===== src/rtl/pipe_reg_elastic.sv =====
// Elastic WIDTH x DEPTH register pipe with valid/ready, bubble collapsing and flush.
// Optional occupancy output enabled by PIPE_REG_ELASTIC_COUNT_EN.
`timescale 1ns/1ps
module pipe_reg_elastic #(
  parameter int WIDTH = 32,
  parameter int DEPTH = 2
) (
  input  logic             clk,
  input  logic             reset,
  input  logic             flush,
  input  logic             in_valid,
  input  logic [WIDTH-1:0] in_data,
  output logic             in_ready,
  output logic             out_valid,
  output logic [WIDTH-1:0] out_data,
  input  logic             out_ready
`ifdef PIPE_REG_ELASTIC_COUNT_EN
  ,
  output logic [$clog2(DEPTH+1)-1:0] count
`endif
);

  if (DEPTH < 1) begin : g_bad_depth
    $error("pipe_reg_elastic: DEPTH must be >= 1");
  end

  logic [DEPTH-1:0] v;
  logic [WIDTH-1:0] d [DEPTH];
  logic [DEPTH-1:0] rdy;
  logic [DEPTH-1:0] vin;
  logic [WIDTH-1:0] din [DEPTH];

  // rdy[k] is set when out_ready or any stage at or after k is empty
  always_comb begin
    logic full;
    full = 1'b1;
    rdy  = '0;
    for (int k = DEPTH - 1; k >= 0; k--) begin
      full   = full & v[k];
      rdy[k] = out_ready | ~full;
    end
  end

  assign in_ready  = rdy[0] & ~flush;
  assign out_valid = v[DEPTH-1];
  assign out_data  = d[DEPTH-1];

  always_comb begin
    vin[0] = in_valid & in_ready;
    din[0] = in_data;
    for (int k = 1; k < DEPTH; k++) begin
      vin[k] = v[k-1];
      din[k] = d[k-1];
    end
  end

  always_ff @(posedge clk or posedge reset) begin
    if (reset) begin
      v <= '0;
      for (int k = 0; k < DEPTH; k++) d[k] <= '0;
    end else if (flush) begin
      v <= '0;
    end else begin
      for (int k = 0; k < DEPTH; k++) begin
        if (rdy[k]) begin
          v[k] <= vin[k];
          if (vin[k]) d[k] <= din[k];
        end
      end
    end
  end

`ifdef PIPE_REG_ELASTIC_COUNT_EN
  localparam int CW = $clog2(DEPTH + 1);

  logic push;
  logic pop;

  assign push = in_valid & in_ready;
  assign pop  = out_valid & out_ready;

  always_ff @(posedge clk or posedge reset) begin
    if (reset) begin
      count <= '0;
    end else if (flush) begin
      count <= '0;
    end else if (push && !pop) begin
      count <= count + CW'(1);
    end else if (pop && !push) begin
      count <= count - CW'(1);
    end
  end

  a_count_max: assert property (
    @(posedge clk) disable iff (reset) int'(count) <= DEPTH
  );
`endif

endmodule


===== config.mk =====
export PLATFORM = sky130hd
export DESIGN_NAME = pipe_reg_elastic
export DESIGN_NICKNAME = d
export VERILOG_FILES = /design/src/rtl/pipe_reg_elastic.sv
export SDC_FILE = /design/constraint.sdc
export NUM_CORES = 1
export LEC_CHECK = 0
export BUFFER_PORTS_ARGS = -buffer_cell sky130_fd_sc_hd__buf_4
export CORE_MARGIN = 3
export CORE_UTILIZATION = 50
export DETAILED_ROUTE_END_ITERATION = 10
export PLACE_DENSITY = 0.72
export SETUP_SLACK_MARGIN = 0.05
export SLEW_MARGIN = 20
export SYNTH_ARGS = -nofsm -noshare
export SYNTH_HDL_FRONTEND = slang
export SYNTH_SLANG_ARGS = --single-unit

===== constraint.sdc =====
create_clock -name clk -period 2.3 [get_ports clk]
set_input_delay 0 -clock clk [delete_from_list [all_inputs] [get_ports clk]]
set_output_delay 0 -clock clk [all_outputs]
set_load 0.05 [all_outputs]

Word level (Yosys, flattened, before mapping):

Cells that the tools add are included.

* muxes and demuxes: 3
* divide/modulo/power cells: 0
* shifts and indexed selects: 0
* magnitude comparators: 0
* eq/ne operators: 0
* reduce and logical (&&, ||, !) cells: 4
* multiply operators: 0
* add/sub/neg operators: 0
* bitwise operators: 8

Operators with widths (number)
* AND reduction 3 bit: 2
* nonzero test 2 bit: 2
* AND 1 bit: 3
* NOT 1 bit: 3
* 2-to-1 mux 1 bit: 2
* 2-to-1 mux 2 bit: 1
* bitwise OR 1 bit: 2

* register bits: 66
* memories: 0
* input bits: 37
* output and inout port bits: 34
* bits in latches: 0
* RAM bits: 0
* memory bits (read-only): 0

Depth between registers and ports, before layout:

Gate-level depths: netlist of run 1.

* depth after elaboration: 7
* mapped depth: 5
* mapped depth without buffers: 3

Worst setup path after synthesis of run 1:

Ideal clock, no wire load.

* kind: flip-flop to flip-flop
* from: register v[1]
* to: register d[32] in the netlist's numbering
* data required time: 2.175 ns
* path slack: 0.435 ns
* stages on the path, launching flop included: 6
* period minus slack after synthesis: 1.865 ns
* path buffers: 2
* library setup time: 0.125 ns
* arrival: 1.740 ns
* path through: dfrtp_1 -> and3b_1 -> or3b_1 -> buf_6 -> buf_12 -> mux2_4

* longest elaborated chain between the ends: 6

Ends and longest elaborated chain
* from (decl): line 27 `logic [DEPTH-1:0] v;`
* from (signal, indexed assignment): line 66 `v[k] <= vin[k];`
* AND 1 bit *: line 39 `full = full & v[k];`
* NOT 1 bit *: line 40 `rdy[k] = out_ready | ~full;`
* bitwise OR 1 bit *: line 40
* AND 1 bit: line 44 `assign in_ready = rdy[0] & ~flush;`
* AND 1 bit: line 49 `vin[0] = in_valid & in_ready;`
* AND reduction 3 bit (no line) *
* to (signal, indexed assignment): line 67 `if (vin[k]) d[k] <= din[k];`
* to (decl): line 28 `logic [WIDTH-1:0] d [DEPTH];`

Every way passes the cells marked *; elsewhere a longest branch is shown, timed or not.
A chain may end at the register's enable or synchronous reset.

Final worst setup path of run 1:

* from: register v[0]
* to: register d[39] in the netlist's numbering

Same word-level chain as after synthesis.

==> results of run 1 <==
[cells in the mapped netlist]
master / n / area [sq um]
or3b_1: 1 / 8.76
mux2_2: 34 / 383
buf_6: 1 / 11.3
dfrtp_1: 66 / 1650
nor3b_2: 1 / 12.5
and3b_1: 1 / 8.76
buf_2: 3 / 15.0
buf_4: 32 / 240
mux2_4: 30 / 450
nor2_1: 5 / 18.8
inv_1: 1 / 3.75
buf_12: 3 / 60.1
and2b_1: 1 / 7.51
[cells in the final DEF (no fill, tap or decap), drive strengths merged]
| cell | n |
|---|---|
| or3b | 1 |
| and2b | 1 |
| clkbuf | 11 |
| mux2 | 64 |
| and3b | 1 |
| bufinv | 2 |
| nor2 | 5 |
| dlygate4sd3 | 35 |
| dfrtp | 66 |
| clkinv | 2 |
| inv | 1 |
| buf | 75 |
| nor3b | 1 |
| clkinvlp | 1 |
[kinds of logic (layout without fill, tap and decap cells)]
logic type | count (synthesis) | after routing | share of synthesized area [%]
flops | 66 | 66 | 57.5
mux | 64 | 64 | 29.0
buf+inv | 40 | 127 | 11.5
simple gates | 9 | 9 | 1.96
[tightest hold or removal path, delay by kind of cell]
kind / cells / cell delay (ns)
buf+inv: 1 / 0.09
simple gates: 3 / 0.35
[layout make-up]
cell class	instances	area (sq um)	area share, %
clock buffers	11	141	3.74
clock inverters	5	77.6	2.05
inverters	1	3.75	0.0992
multi-input cells	73	896	23.7
flip-flops and latches	66	1650	43.7
well taps	70	87.6	2.31
repair buffers	110	926	24.5
[where the power goes]
part | internal, mW | switching, mW | leakage, nW
logic | 0.554 | 0.836 | 0.947
clock network | 0.637 | 0.425 | 0.109
registers | 1.42 | 0.142 | 0.783
total | 2.61 | 1.40 | 1.84
[stage by stage]
| stage | cells | total power [mW] |
|---|---|---|
| 3_3_place_gp | 285 | 2.89 |
| 5_1_grt | 336 | 4.19 |
| 2_1_floorplan | 179 | 2.76 |
| 6_report | 336 | 4.01 |
| 4_1_cts | 336 | 4.06 |
| 3_5_place_dp | 285 | 2.94 |
[sequential cells by signal, summed over array words and instances (netlist names)]
signal / cells
out_data: 32
v: 2
d: 32
[worst paths after layout]
| path | end | startpoint |
|---|---|---|
| worst max-delay path | d[39] | v[0] |
| worst min-delay path | v[1] | out_ready |
| worst max register to register | d[39] | v[0] |
| worst min register to register | d[36] | d[36] |
| max in group asynchronous | d[52] | reset |
| min in group asynchronous | out_data[25] | reset |
[layer usage]
metal  vias up  wire length, um  track usage, %
met3         9              253            4.71
met4         0               82            8.14
met5         -                0               0
met1       829             2060            20.6
li1        738                -               -
met2        41             2800            30.1
[repair_timing]
action | in CTS | in global routing
hold endpoints to repair | 66 | 0
hold buffers | 35 | 0
setup endpoints to repair | 0 | 0
buffers inserted | 0 | 0
==> flow_summary.json, run 1 <==
{
  "period_minus_slack_ns": 1.77,
  "grt_max_degree": 35,
  "cp_slowest_cell": "or3b_2",
  "setup_viol": 0,
  "area_delta_synth_final_pct": 31.8,
  "io_buffers": 70,
  "placed_area_sq_mm": 0.00321,
  "first_pass_iters": 5,
  "clkSinkCount": 66,
  "relSlewSlack_pct": 54.0,
  "path_cells": "and3b_1, or3b_2, buf_4, mux2_4",
  "rows": 26,
  "die_x_um": 81.8,
  "skew_ns": 0.00890,
  "finalInstanceArea_sq_mm": 0.00378,
  "crit_fanout": 17,
  "cp_top_family": "simple AND/OR/NAND/NOR gates",
  "grt_use_total_pct": 17.6,
  "drt_iter0_markers": 58,
  "via_per_inst": 4.81,
  "clk_pin_slew_ns": 0.07,
  "fin_util_pct": 70.9,
  "ctsResizeCount": 0,
  "hold_viol": 0,
  "ant_nets": 0,
  "ys_seq_area_share_pct": 57.5,
  "worst-path-stages": 4,
  "antenna_found_initial": 0,
  "syn-cell-area_sq_mm": 0.00287,
  "finalCritPeriodShare_pct": 77.1,
  "core_sq_mm": 0.00534,
  "yosysWarnings": 0,
  "syn-num-nets": 216,
  "place_congestion": 0.699,
  "holdPathStages": 4,
  "routed_wl_um": 5200,
  "maxCapViolations": 0,
  "critPathArrivalTime_ns": 1.98,
  "initial_core_util_pct": 53.8,
  "ir_drop_uv": 552,
  "critPathCaptureType": "register",
  "num_vias": 1617,
  "tns_ns": 0,
  "syn-instance-count": 179,
  "cp.buffers_inverters": 1,
  "slowest_delay_ns": 0.46,
  "dieArea_sq_mm": 0.00669,
  "drive_gt1_share_pct": 59.0,
  "max_freq_ghz": 0.564,
  "dpl_worst_slack_ns": 0.550,
  "ys_ff_latch": 66,
  "grt_pass1_vias": 1788,
  "worst_pin_slew_ns": 0.689,
  "n_antenna_cell": 0,
  "htreeDepth": 3,
  "io-pin-count": 71,
  "fillers": 382,
  "cts_tree": "built",
  "outcome": "completed",
  "postSynthAreaPerCell_sq_um": 16.0,
  "leakagePower_nw": 1.84,
  "cts-root-buf": "clkbuf_8",
  "setup_ws_ns": 0.527,
  "drc": 0,
  "insertion_delay_ns": 0.33,
  "reg2reg_depth": 4,
  "path_class": "reg2reg",
  "layout.nets": 298,
  "cts_buffers": 9,
  "hpwlAfterDp_um": 3510,
  "grt_pass1_wl_um": 8730,
  "wl_per_cell_um": 15.5,
  "hold-worst-slack_ns": 0.145,
  "cp_data_required_time_ns": 2.51,
  "die_h_um": 81.8,
  "slew_viol_final": 0,
  "start_kind": "register",
  "grt.overflow.total": 0,
  "rrSetupSlack_ns": 0.53,
  "grt_setup_unrepaired": "no",
  "ys_types": 13,
  "power_density_mw_per_mm2": 1060,
  "cts_buffer_depth": 2,
  "hp-class": "in2reg"
}
Note: power is estimated with default switching activity, not from simulation.
==> run 2: changes to the inputs <==
Clock period 2.3 ns to 1.85 ns, I/O delays scaled along.
==> run 2 against run 1 <==
Against the previous run:
- worst hold slack improved by 0.0012 ns
- count of clock-buffer cells in the layout stayed put
- utilization shrank 0.87 points
- cell count down 0.60%
- sequential power up 25%
- critical path type unchanged
==> flow_summary.json, run 2 (synthesis results as in run 1) <==
{
  "outcome": "completed",
  "n_antenna_cell": 0,
  "p_comb_share_pct": 37.0,
  "first_pass_iters": 2,
  "die_h_um": 81.8,
  "p_total_mw": 4.68,
  "hold_path_end": "v[1]",
  "start_kind": "register",
  "r2r-start": "v[0]",
  "skew_ns": 0.00803,
  "place_congestion": 0.715,
  "relSlewSlack_pct": 56.8,
  "finalCritPeriodShare_pct": 95.0,
  "via_per_inst": 4.78,
  "grt_max_degree": 37,
  "critPathArrivalTime_ns": 1.97,
  "cp_data_required_time_ns": 2.07,
  "setup_ws_ns": 0.0932,
  "p_seq_share_pct": 41.7,
  "power_density_mw_per_mm2": 1250,
  "critPathCaptureType": "register",
  "grt_use_total_pct": 18.4,
  "hold_viol": 0,
  "io_buffers": 70,
  "layout.nets": 298,
  "slew_viol_final": 0,
  "hold_start": "out_ready",
  "antenna_found_initial": 0,
  "maxCapViolations": 0,
  "clkSinkCount": 66,
  "grt_pass1_vias": 1759,
  "ctsResizeCount": 0,
  "wl_per_cell_um": 16.3,
  "routed_wl_um": 5430,
  "reg2reg_depth": 4,
  "fillers": 375,
  "cts_buffer_depth": 2,
  "setup_viol": 0,
  "area_delta_synth_final_pct": 30.2,
  "grt_pass1_wl_um": 8900,
  "drt_iter0_markers": 33,
  "r2r_end": "d[63]",
  "clk_pin_slew_ns": 0.07,
  "tns_ns": 0,
  "insertion_delay_ns": 0.33,
  "grt_setup_unrepaired": "no",
  "switching_share_pct": 36.7,
  "dieArea_sq_mm": 0.00669,
  "cts_tree": "built",
  "io-pin-count": 71,
  "hp-class": "in2reg",
  "hpwlAfterDp_um": 3530,
  "cts-root-buf": "clkbuf_8",
  "clockPowerShare_pct": 21.3,
  "initial_core_util_pct": 53.8,
  "power_switching_mw": 1.72,
  "rrSetupSlack_ns": 0.09,
  "die_x_um": 81.8,
  "period_minus_slack_ns": 1.76,
  "cts_buffers": 9,
  "crit_fanout": 12,
  "ant_nets": 0,
  "rows": 26,
  "ir_drop_uv": 720,
  "num_vias": 1598,
  "leakagePower_nw": 1.82,
  "core_sq_mm": 0.00534,
  "worst_pin_slew_ns": 0.647,
  "final_cell_mix": "buf_4, dfrtp_1, dlygate4sd3_1, mux2_2, mux2_4",
  "drc": 0,
  "grt.overflow.total": 0,
  "final_common_cell": "buf_4",
  "holdPathStages": 4,
  "drive_gt1_share_pct": 59.1,
  "path_class": "reg2reg",
  "max_freq_ghz": 0.569,
  "dpl_worst_slack_ns": 0.0939,
  "p_int_mw": 2.96,
  "htreeDepth": 3,
  "fin_util_pct": 70.1
}
run 2: worst max-delay path by stage:
stage | endpoint | cells past startpoint | slack, ns | startpoint
2_1_floorplan | v[1] | 1 | 0.05 | reset
3_5_place_dp | d[57] | 4 | 0.09 | v[1]
4_1_cts | d[63] | 4 | 0.08 | v[1]
5_1_grt | d[59] | 4 | 0.06 | v[1]
6_report | d[63] | 4 | 0.09 | v[0]
3_3_place_gp | d[53] | 4 | 0.14 | v[0]
run 2: final cells by class:
class | instances | area (sq um) | share of cell area (%)
clock buffers | 11 | 141 | 3.78
clock inverters | 3 | 17.5 | 0.469
inverters | 1 | 3.75 | 0.100
multi-input cells | 73 | 896 | 24.0
flip-flops and latches | 66 | 1650 | 44.2
well taps | 70 | 87.6 | 2.34
repair buffers | 110 | 938 | 25.1
run 2: power by group through the flow:
stage,Combinational [mW],Clock [mW],Sequential (mW)
after global routing,1.81,1.11,1.99
after detailed placement,1.68,0,1.97
after floorplan,1.53,0,1.91
final,1.73,0.997,1.95
after global placement,1.65,0,1.95
after CTS,1.75,1.02,1.95
run 2: timing repair:
action	4_1_cts	5_1_grt
setup buffers	0	0
endpoints found under the hold margin	64	0
hold buffers	35	0
run 2: worst max-delay path, cell delays in order (launching register included):
cell and delay [ns]:
dfrtp_1 0.39, and3b_1 0.22, or3b_2 0.49, buf_4 0.23, mux2_4 0.32
run 2: through the flow:
step           instances  hold slack [ns]  instance area [sq um]
4_1_cts              334            0.134                   3740
6_report             334            0.146                   3740
5_1_grt              334            0.185                   3740
2_1_floorplan        179           0.0627                   2870
3_5_place_dp         285            0.138                   3230
3_3_place_gp         285            0.112                   3230
run 2: per-layer routing:
layer,vias to the layer above,share of wire [%],track usage [%]
met5,-,0,0
met4,0,1.9,7.97
met3,12,5.3,5.92
met2,52,55,33.1
met1,801,38,19.7
li1,733,-,-
==> run 3: changes to the inputs <==
Settings changed: BUFFER_PORTS_ARGS -buffer_cell sky130_fd_sc_hd__buf_4 to not set, CTS_CLUSTER_SIZE set to 30, DONT_BUFFER_PORTS set to 1, PLACE_DENSITY 0.72 to 0.61.
==> run 3 against run 2 <==
Against the previous run:
- setup slack improved by 0.0067 ns
- design area down 12%
- die area stayed put
- critical path depth stayed put
- clock skew fell by 0.0023 ns
- clock power increased by 17%
- worst hold slack lost 0.093 ns
- utilization shrank 8.5 points
- register-to-register slack hardly changed
- maximum frequency grew 0.38%
- total power shrank 5.2%
- sequential share of layout area grew 6.1 points
==> flow_summary.json, run 3 (synthesis results as in run 1) <==
{
  "setup_ws_ns": 0.0999,
  "critPathArrivalTime_ns": 1.95,
  "hp-class": "in2reg",
  "layout.nets": 230,
  "rrSetupSlack_ns": 0.1,
  "die_h_um": 81.8,
  "multi_input_area_sq_um": 896,
  "clockPowerShare_pct": 26.4,
  "htreeDepth": 3,
  "dieArea_sq_mm": 0.00669,
  "ant_nets": 0,
  "initial_core_util_pct": 53.8,
  "io-pin-count": 71,
  "cts_buffers": 9,
  "p_seq_share_pct": 61.5,
  "outcome": "completed",
  "io_buffers": 0,
  "path_class": "reg2reg",
  "grt.overflow.total": 0,
  "n_antenna_cell": 0,
  "slowest_delay_ns": 0.50,
  "insertion_delay_ns": 0.32,
  "fin_util_pct": 61.5,
  "final_common_cell": "dfrtp_1",
  "drive_gt1_share_pct": 44.4,
  "place_congestion": 0.607,
  "slew_viol_final": 0,
  "period_minus_slack_ns": 1.75,
  "grt_pass1_vias": 1469,
  "power_density_mw_per_mm2": 1350,
  "cts_tree": "built",
  "drc": 0,
  "leakagePower_nw": 1.51,
  "hold_viol": 0,
  "clk_pin_slew_ns": 0.06,
  "p_comb_share_pct": 12.2,
  "power_switching_mw": 1.61,
  "via_per_inst": 4.89,
  "area_delta_synth_final_pct": 14.3,
  "cp_slowest_cell": "or3b_2",
  "p_int_mw": 2.82,
  "clkSinkCount": 66,
  "grt_max_degree": 37,
  "cp.buffers_inverters": 1,
  "start_kind": "register",
  "finalInstanceArea_sq_mm": 0.00328,
  "num_vias": 1311,
  "seq_area_sq_mm": 0.00165,
  "grt_pass1_wl_um": 7370,
  "cp_data_required_time_ns": 2.05,
  "rows": 26,
  "grt_use_total_pct": 15.5,
  "setup_viol": 0,
  "placed_area_sq_mm": 0.00273,
  "hold-worst-slack_ns": 0.0535,
  "worst-path-stages": 4,
  "grt_setup_unrepaired": "no",
  "holdPathStages": 3,
  "critPathCaptureType": "register",
  "wl_per_cell_um": 17.1,
  "final_cell_mix": "dfrtp_1, dlygate4sd3_1, mux2_2, mux2_4, clkbuf_8",
  "finalCritPeriodShare_pct": 94.6,
  "dpl_worst_slack_ns": 0.0487,
  "skew_ns": 0.00568,
  "first_pass_iters": 2,
  "die_x_um": 81.8,
  "placed_cells": 217,
  "core_sq_mm": 0.00534,
  "routed_wl_um": 4570,
  "tns_ns": 0,
  "switching_share_pct": 36.4,
  "cp_top_family": "simple AND/OR/NAND/NOR gates",
  "max_freq_ghz": 0.571,
  "crit_fanout": 18,
  "fin_cells": 268,
  "p_total_mw": 4.44,
  "cts-root-buf": "clkbuf_8",
  "drt_iter0_markers": 27,
  "post_cts_buffers": 0,
  "ir_drop_uv": 824,
  "path_cells": "and3b_1, or3b_2, buf_6, mux2_4",
  "relSlewSlack_pct": 57.1,
  "antenna_found_initial": 0,
  "fillers": 399,
  "maxCapViolations": 0,
  "cts_buffer_depth": 2,
  "hpwlAfterDp_um": 2970,
  "worst_pin_slew_ns": 0.642,
  "reg2reg_depth": 4
}
run 3: cell types whose count changed in the layout (fill, tap and decap cells not counted):
cell        change
buf_12          +1
buf_4          -70
buf_6           +1
bufinv_16       +1
clkbuf_1        +2
clkbuf_8        +1
clkinv_2        -1
clkinvlp_4      -1
run 3: power groups by stage:
stage,registers [mW],clock network (mW),logic [mW]
2_1_floorplan,1.91,0,1.53
3_3_place_gp,2.75,0,0.458
3_5_place_dp,2.76,0,0.486
4_1_cts,2.74,1.22,0.549
5_1_grt,2.77,1.28,0.590
6_report,2.73,1.17,0.539
run 3: area by class of cell:
| cell class | instances | area share, % |
|---|---|---|
| repair buffers | 42 | 13.5 |
| multi-input cells | 73 | 27.3 |
| clock buffers | 14 | 4.96 |
| clock inverters | 2 | 1.07 |
| flip-flops and latches | 66 | 50.4 |
| inverters | 1 | 0.114 |
| well taps | 70 | 2.67 |
run 3: layer usage:
| layer | vias up | routed length (um) | part of all wire (%) | global-route usage (%) |
|---|---|---|---|---|
| li1 | 600 | - | - | - |
| met1 | 660 | 1850 | 40 | 17.8 |
| met2 | 44 | 2340 | 51 | 25.0 |
| met3 | 7 | 330 | 7.2 | 5.92 |
| met4 | 0 | 55 | 1.2 | 7.97 |
| met5 | - | 0 | 0 | 0 |
run 3: repair_timing:
action                                 4_1_cts  5_1_grt
endpoints found under the hold margin       64        0
gates resized for setup                      1        0
setup endpoints to repair                   13        0
hold buffers                                35        0
run 3: worst reg2reg max path, stage by stage, from the launching register on:
cell and delay (ns):
dfrtp_2 0.42, and3b_1 0.18, or3b_2 0.50, buf_6 0.22
mux2_4 0.33
run 3: worst paths after layout:
| kind | startpoint | to |
|---|---|---|
| setup / recovery | v[1] | d[47] |
| setup reg to reg | v[1] | d[47] |
| hold reg to reg | d[35] | out_data[3] |
| hold / removal | out_ready | v[1] |
| min in group asynchronous | reset | out_data[31] |
| max in group asynchronous | reset | v[1] |
